### config.mk
export PLATFORM = sky130hd
export DESIGN_NAME = memory_port_arbiter_mips
export DESIGN_NICKNAME = d
export VERILOG_FILES = /design/src/rtl/memory_port_arbiter_mips.sv
export SDC_FILE = /design/constraint.sdc
export NUM_CORES = 1
export LEC_CHECK = 0
export ABC_AREA = 1
export CAP_MARGIN = 10
export CORE_UTILIZATION = 41
export CTS_CLUSTER_SIZE = 16
export DETAILED_ROUTE_END_ITERATION = 10
export PLACE_DENSITY = 0.81
export RECOVER_POWER = 25
export SETUP_SLACK_MARGIN = 0.05
export SLEW_MARGIN = 5
export SYNTH_ARGS = -nofsm -noshare
export SYNTH_HDL_FRONTEND = slang
export SYNTH_SLANG_ARGS = --single-unit
### constraint.sdc
create_clock -name clock -period 2.1 [get_ports clock]
set_clock_uncertainty 0.15 [all_clocks]
set_input_delay 0.315 -clock clock [delete_from_list [all_inputs] [get_ports clock]]
set_output_delay 0.315 -clock clock [all_outputs]
set_load 0.02 [all_outputs]
### src/rtl/memory_port_arbiter_mips.sv
// Arbitrates one single-port, fixed-latency memory between Fetch and MemoryAccess.
// Optional fetch anti-starvation guard: define FETCH_STARVATION_GUARD_EN.
module memory_port_arbiter_mips #(
  parameter int ADDRESS_WIDTH    = 32,
  parameter int DATA_WIDTH       = 32,
  parameter int MEMORY_LATENCY   = 2,
  parameter int STARVATION_LIMIT = 4
) (
  input  logic                     clock,
  input  logic                     resetMachineN,
  input  logic                     requestRead_Fetch,
  input  logic [ADDRESS_WIDTH-1:0] address_Fetch,
  input  logic                     flushFetch_HazardUnit,
  input  logic                     enableReadDataMemory_MemoryAccess,
  input  logic                     enableWriteDataMemory_MemoryAccess,
  input  logic [ADDRESS_WIDTH-1:0] address_MemoryAccess,
  input  logic [DATA_WIDTH-1:0]    writeData_MemoryAccess,
  input  logic [DATA_WIDTH-1:0]    memoryReadData,
  output logic                     memoryEnable,
  output logic                     memoryWriteEnable,
  output logic [ADDRESS_WIDTH-1:0] memoryAddress,
  output logic [DATA_WIDTH-1:0]    memoryWriteData,
  output logic [DATA_WIDTH-1:0]    instruction_Arbiter,
  output logic                     validInstruction_Arbiter,
  output logic [DATA_WIDTH-1:0]    readData_Arbiter,
  output logic                     validData_Arbiter,
  output logic                     stallFetch_Arbiter,
  output logic                     stallMemoryAccess_Arbiter
);
  localparam int CW = (MEMORY_LATENCY > 1) ? $clog2(MEMORY_LATENCY) : 1;

  typedef enum logic [1:0] {IDLE, BUSY_FETCH, BUSY_DATA} state_t;
  state_t state, nextState;

  logic [CW-1:0] latencyCounter;
  logic          fetchDead;
  logic          dataRequest, fetchEligible, dataEligible, contested;
  logic          forceFetch, grantFetch, grantData, lastBeat;

  assign dataRequest   = enableReadDataMemory_MemoryAccess | enableWriteDataMemory_MemoryAccess;
  // A held request is ineligible while its own completion pulse is up.
  assign fetchEligible = requestRead_Fetch & ~validInstruction_Arbiter;
  assign dataEligible  = dataRequest & ~validData_Arbiter;
  assign contested     = fetchEligible & dataEligible;
  assign lastBeat      = (latencyCounter == CW'(MEMORY_LATENCY - 1));

`ifdef FETCH_STARVATION_GUARD_EN
  localparam int SW = $clog2(STARVATION_LIMIT + 1);
  logic [SW-1:0] starvationCounter;

  assign forceFetch = contested && (starvationCounter >= SW'(STARVATION_LIMIT));

  always_ff @(posedge clock or negedge resetMachineN) begin
    if (!resetMachineN)            starvationCounter <= '0;
    else if (grantFetch)           starvationCounter <= '0;
    else if (grantData && contested) starvationCounter <= starvationCounter + 1'b1;
  end
`else
  assign forceFetch = 1'b0;
`endif

  assign grantData  = (state == IDLE) && dataEligible && !forceFetch;
  assign grantFetch = (state == IDLE) && fetchEligible && !grantData;

  // Stalls are forced low during reset so every output reads 0.
  assign stallFetch_Arbiter        = resetMachineN & requestRead_Fetch & ~validInstruction_Arbiter;
  assign stallMemoryAccess_Arbiter = resetMachineN & dataRequest & ~validData_Arbiter;

  always_ff @(posedge clock or negedge resetMachineN) begin
    if (!resetMachineN) state <= IDLE;
    else                state <= nextState;
  end

  always_comb begin
    nextState = state;
    unique case (state)
      IDLE: begin
        if (grantData)       nextState = BUSY_DATA;
        else if (grantFetch) nextState = BUSY_FETCH;
      end
      BUSY_FETCH, BUSY_DATA: if (lastBeat) nextState = IDLE;
      default: nextState = IDLE;
    endcase
  end

  always_ff @(posedge clock or negedge resetMachineN) begin
    if (!resetMachineN) begin
      memoryEnable             <= 1'b0;
      memoryWriteEnable        <= 1'b0;
      memoryAddress            <= '0;
      memoryWriteData          <= '0;
      instruction_Arbiter      <= '0;
      validInstruction_Arbiter <= 1'b0;
      readData_Arbiter         <= '0;
      validData_Arbiter        <= 1'b0;
      latencyCounter           <= '0;
      fetchDead                <= 1'b0;
    end else begin
      validInstruction_Arbiter <= 1'b0;
      validData_Arbiter        <= 1'b0;
      unique case (state)
        IDLE: begin
          if (grantData) begin
            memoryEnable      <= 1'b1;
            memoryWriteEnable <= enableWriteDataMemory_MemoryAccess;
            memoryAddress     <= address_MemoryAccess;
            memoryWriteData   <= writeData_MemoryAccess;
            latencyCounter    <= '0;
          end else if (grantFetch) begin
            memoryEnable      <= 1'b1;
            memoryWriteEnable <= 1'b0;
            memoryAddress     <= address_Fetch;
            latencyCounter    <= '0;
            fetchDead         <= 1'b0;
          end
        end
        BUSY_FETCH: begin
          if (flushFetch_HazardUnit) fetchDead <= 1'b1;
          if (lastBeat) begin
            memoryEnable <= 1'b0;
            // A flush on the completing edge also kills the result.
            if (!fetchDead && !flushFetch_HazardUnit) begin
              instruction_Arbiter      <= memoryReadData;
              validInstruction_Arbiter <= 1'b1;
            end
          end else begin
            latencyCounter <= latencyCounter + 1'b1;
          end
        end
        BUSY_DATA: begin
          if (lastBeat) begin
            memoryEnable      <= 1'b0;
            memoryWriteEnable <= 1'b0;
            validData_Arbiter <= 1'b1;
            if (!memoryWriteEnable) readData_Arbiter <= memoryReadData;
          end else begin
            latencyCounter <= latencyCounter + 1'b1;
          end
        end
        default: memoryEnable <= 1'b0;
      endcase
    end
  end
endmodule

# Word-level counts from Yosys, hierarchy flattened
# Index checks and enable logic that the tools add are counted.
# totals
regBits	136
inputBits	134
word_cells	75
# classes
reduce_logical	21
bitwise	10
n_addsub	1
eq_ne	8
mux	24
# op_table
cell	count
32-bit 2-to-1 mux	2
1-bit 2-to-1 mux	14
3-bit AND reduction	3
2-bit != test (second input constant)	4
1-bit one-hot mux with 2 select lines	4
2-bit AND reduction	4
2-bit nonzero test	4
1-bit bitwise AND	6
2-bit 2-to-1 mux	3
1-bit logical AND	4
2-bit one-hot mux with 2 select lines	1
4-bit AND reduction	1
1-bit zero test	3
3-bit != test (second input constant)	1
1-bit inverter	3
2-bit by 1-bit == test with 1-bit output (second input constant)	1
2-bit == test (second input constant)	1
2-bit zero test	1
2-bit by 1-bit != test with 1-bit output (second input constant)	1
2-bit OR reduction	1
1-bit adder (second input constant)	1
1-bit bitwise OR	1

# Logic depth before layout (Yosys ltp)
# logic_depth
ltp_word	8
mapped_depth	9
ltp_nobuf	8

# Least setup slack after synthesis
# OpenSTA, ideal clock, no wires.
# synth_path
path_type	register to register
start	reg state[0]
end	reg readData_Arbiter[23]
arrival_ns	1.284
setup_ns	0.121
stages_incl_launch_ff	9
path_slack_ns	0.545
n_path_buf	2
required_ns	1.829
path_cell_list	dfrtp_1 -> inv_1 -> ha_1 -> nand2_1 -> or2_1 -> buf_2 -> buf_2 -> nand2_1 -> o21ai_1
# synth_between
elab_chain_len	2
# synth_lines
element	line_no	source
start: declaration	33	state_t state, nextState;
start signal: assignment	71	else state <= nextState;
2-bit == test	101	unique case (state)
3-bit AND reduction (no source line)	n/a	
end signal: assignment	135	if (!memoryWriteEnable) readData_Arbiter <= memoryReadData;
end: declaration	25	output logic [DATA_WIDTH-1:0] readData_Arbiter,
# Every way passes these cells.
# A chain may end at the register's enable or synchronous reset.

# Worst setup path after layout
# layout_path
start	in resetMachineN
end	out stallFetch_Arbiter
# layout_between
elab_chain_len	2
# layout_lines
element	line_no	source
start: declaration	10	input logic resetMachineN,
1-bit bitwise AND (2 in a row)	66	assign stallFetch_Arbiter = resetMachineN & requestRead_Fetch & ~validInstruction_Arbiter;
end: declaration	27	output logic stallFetch_Arbiter,
# Every way passes these cells.

==> results.md <==
* Ant. Diodes at 0
* Worst hold endpoint: memoryWriteData[21]
* Final Max Tran Viols at 0
* Run status: finished clean
* Largest net degree at the start of global routing at 137
* Nets@finish at just over 1000
* Clk root buf: clkbuf_16
* Residual DRC at 0
* Share of layout cells above drive strength 1 at 6.68%
* Clock slew at reported path FFs at around 0.06 ns
* Die width at 118 um
* DP Wirelength at 11100 um
* WHS at 0.278 ns
* Avg Synthesized Cell Area at 9.02 um2
* Final ANT Viol Nets at 0
* Clk buf depth at 2
* Sequential share of power at between 20% and 30%
* Leakage at 4.31 nW
* Routed wire per std cell at 14.9 um
* Crit path time final at 1.97 ns
* Crit end category: output pin
* Cell Area, Synth at 5540 um2
* Final Setup Violations at 0
* Worst vdd ir at 0.00101 V
* Yosys top cell by area: dfrtp_1
* NetSw at 6.12 mW
* HP Start: writeData_MemoryAccess[21]
* Cells after Synth at approximately 610
* Number of I/O pins at 268
* Die area at 14000 um2
* TritonCTS clock tree: done
* R2R cell count at 7
* Synth-to-layout area growth at 63.9%
* Top cell type's share of synthesized area at 61.5%
* Vias at 5104
* Crit Path Category: in -> out
* Drt pass-1 iters at 4
* GRT Util Overall at 24.1%
* Htree depth at 4
* FILL cells at 1029
* Die height at approximately 120 um
* Worst EP arrival at 1.51 ns
* DR iter-0 viols at 394
* Critical path startpoint category: input pin
* Switch share at between 30% and 40%
* First-pass GRT wire length at 26200 um
* Drt total wl at 16000 um
* Power per cell area at 1710 nW/um2
* Slew at the pin closest to its max-slew limit at between 1 and 1.5 ns
* CTS buffer count at 17
* Multi-input logic area at 1750 um2
* Largest cells by area after synthesis: dfrtp_1 61%, nand2_1 15%, nand3_1 8.9%, o21ai_1 3.4%, inv_1 3.0%
* RSZ-0062 raised after global routing: no
* Gr ovfl total at 0
* Slowest CP cell: dlygate4sd3_1
* #FFs+latches synth at 136
* Crit path max fanout at 2
* Yosys warns at 0
* Routability Congestion at 0.837
* CP Data Required Time at 1.63 ns
* Max-slew headroom at 15.8%
* Tot Pwr at 15.6 mW
* Critical-path cell list: dlygate4sd3_1 > clkbuf_1 > inv_1 > nor2_1 > dlygate4sd2_1
* Clock latency on the worst-skew pair at about 0.4 ns
* Flip-flop and latch area at 3400 um2
* Core Area at about 13000 um2
* Antenna violations before repair at 0
* Final hold vios at 0
* Clock sink total at 136
* Post-synthesis cell type count at 19
* P_int at 9.44 mW
* Hold Path Class: in -> reg
* Clock network fraction of total power at 19.8%
* WHS Path Cells at 3
* Crit share post-route at 93.8%
* Drt via density at 4.75
* RR Startpoint: state[0]
* Rows at 42
* CP max stage delay at ~0.52 ns
* Initial Util at approximately two fifths
* Buffers on Ports at 267
* Vias in the first global route at a little over 5000
* Peak Freq at 0.508 GHz
* Total of max-cap violations at 0
* Syn_nets at 751
* Logic pwr share at 50.6%
* R2r endpoint: memoryAddress[19]
* Post-synthesis sequential area ratio at about three fifths
* R2R setup slack at 0.32 ns
-- synthesized netlist by cell type, drive strengths merged --
cell	n
nand2	214
dfrtp	136
nand3	100
o21ai	67
inv	46
buf	30
clkbuf	8
nor2	6
ha	3
nand4	2
nand3b	1
or2	1
-- power groups by stage --
stage / Sequential, mW / Clock [mW] / Combinational (mW)
2_1_floorplan: 6.13 / 0 / 2.59
3_5_place_dp: 4.63 / 0 / 7.91
4_1_cts: 4.62 / 3.13 / 7.94
3_3_place_gp: 4.59 / 0 / 7.76
6_report: 4.62 / 3.07 / 7.87
5_1_grt: 4.77 / 3.25 / 8.50
-- layer usage --
layer | share of wire, % | routed length [um] | vias to the layer above | track usage [%]
met5 | 0 | 0 | - | 0
met4 | 3.4 | 549 | 0 | 12.7
met3 | 5.1 | 811 | 35 | 5.16
met2 | 50 | 7970 | 166 | 39.4
met1 | 42 | 6650 | 2393 | 29.9
li1 | - | - | 2510 | -
-- final cells by class --
cell class,instances,share of cell area [%]
multi-input combinational,394,19.2
timing repair buffer,290,32.2
clock buffer,20,5.14
clock inverter,12,1.64
inverter,46,1.90
tap,176,2.43
sequential,136,37.5
-- worst max-delay path by stage --
stage | start | endpoint | slack, ns | depth (start not counted)
detailed placement | enableWriteDataMemory_MemoryAccess | stallMemoryAccess_Arbiter | -0.01 | 4
floorplan | state[0] | readData_Arbiter[23] | 0.54 | 8
global placement | enableWriteDataMemory_MemoryAccess | stallMemoryAccess_Arbiter | 0.02 | 4
CTS | validData_Arbiter | stallMemoryAccess_Arbiter | 0.16 | 4
global route | resetMachineN | memoryAddress[7] | 0.05 | 3
finish | resetMachineN | stallFetch_Arbiter | 0.13 | 5
-- timing repair --
action	4_1_cts	5_1_grt
setup endpoints to repair	2	0
resized for setup	2	0
endpoints found under the hold margin	136	0
setup buffers	0	0
hold buffers	1	0
-- stage by stage --
step | utilization [%] | std cells | setup TNS (ns) | setup WS, ns | area [um2]
after global placement | 64.2 | 1041 | 0 | 0.0187 | 8470
after global routing | 68.8 | 1074 | 0 | 0.0480 | 9070
final | 68.8 | 1074 | 0 | 0.130 | 9070
after CTS | 68.9 | 1074 | 0 | 0.156 | 9090
after floorplan | - | 614 | 0 | 0.545 | 5540
after detailed placement | 64.2 | 1041 | -0.0137 | -0.0137 | 8470
-- cell families after synthesis --
logic type               Yosys count  synth area share [%]
AND/OR/NAND/NOR                  324                  24.7
flip-flops                       136                  61.5
buffers and inverters             84                  7.05
AO/OA/AOI/OAI                     67                  6.06
adder cells (fa/ha/maj)            3                 0.678
-- critical path, delay by kind of cell --
family	cells	cell delay, ns
AND/OR/NAND/NOR	1	0.10
buffers and inverters	4	1.09
-- registers in the layout, indices dropped and copies added, names as in the netlist --
| register | cells |
|---|---|
| fetchDead | 1 |
| instruction_Arbiter | 32 |
| lastBeat | 1 |
| memoryAddress | 32 |
| memoryEnable | 1 |
| memoryWriteData | 32 |
| memoryWriteEnable | 1 |
| readData_Arbiter | 32 |
| state | 2 |
| validData_Arbiter | 1 |
| validInstruction_Arbiter | 1 |
-- cell usage in the layout (no fill, tap or decap) --
master,n
clkdlybuf4s50_1,264
nand2_1,213
dfrtp_1,136
nand3_1,98
inv_1,44
o21ai_1,38
o21ai_0,29
clkbuf_16,17
buf_4,15
nor2_1,6
buf_12,6
clkinv_2,5
ha_1,3
clkbuf_8,3
clkinv_4,3
bufinv_16,3
inv_2,2
nand4_1,2
dlygate4sd2_1,2
nand2_2,1
nand3_2,1
or2_2,1
nand3_4,1
nand3b_1,1
clkinvlp_4,1
dlygate4sd3_1,1
clkbuf_1,1
buf_6,1
(Power assumes the default switching activity.)
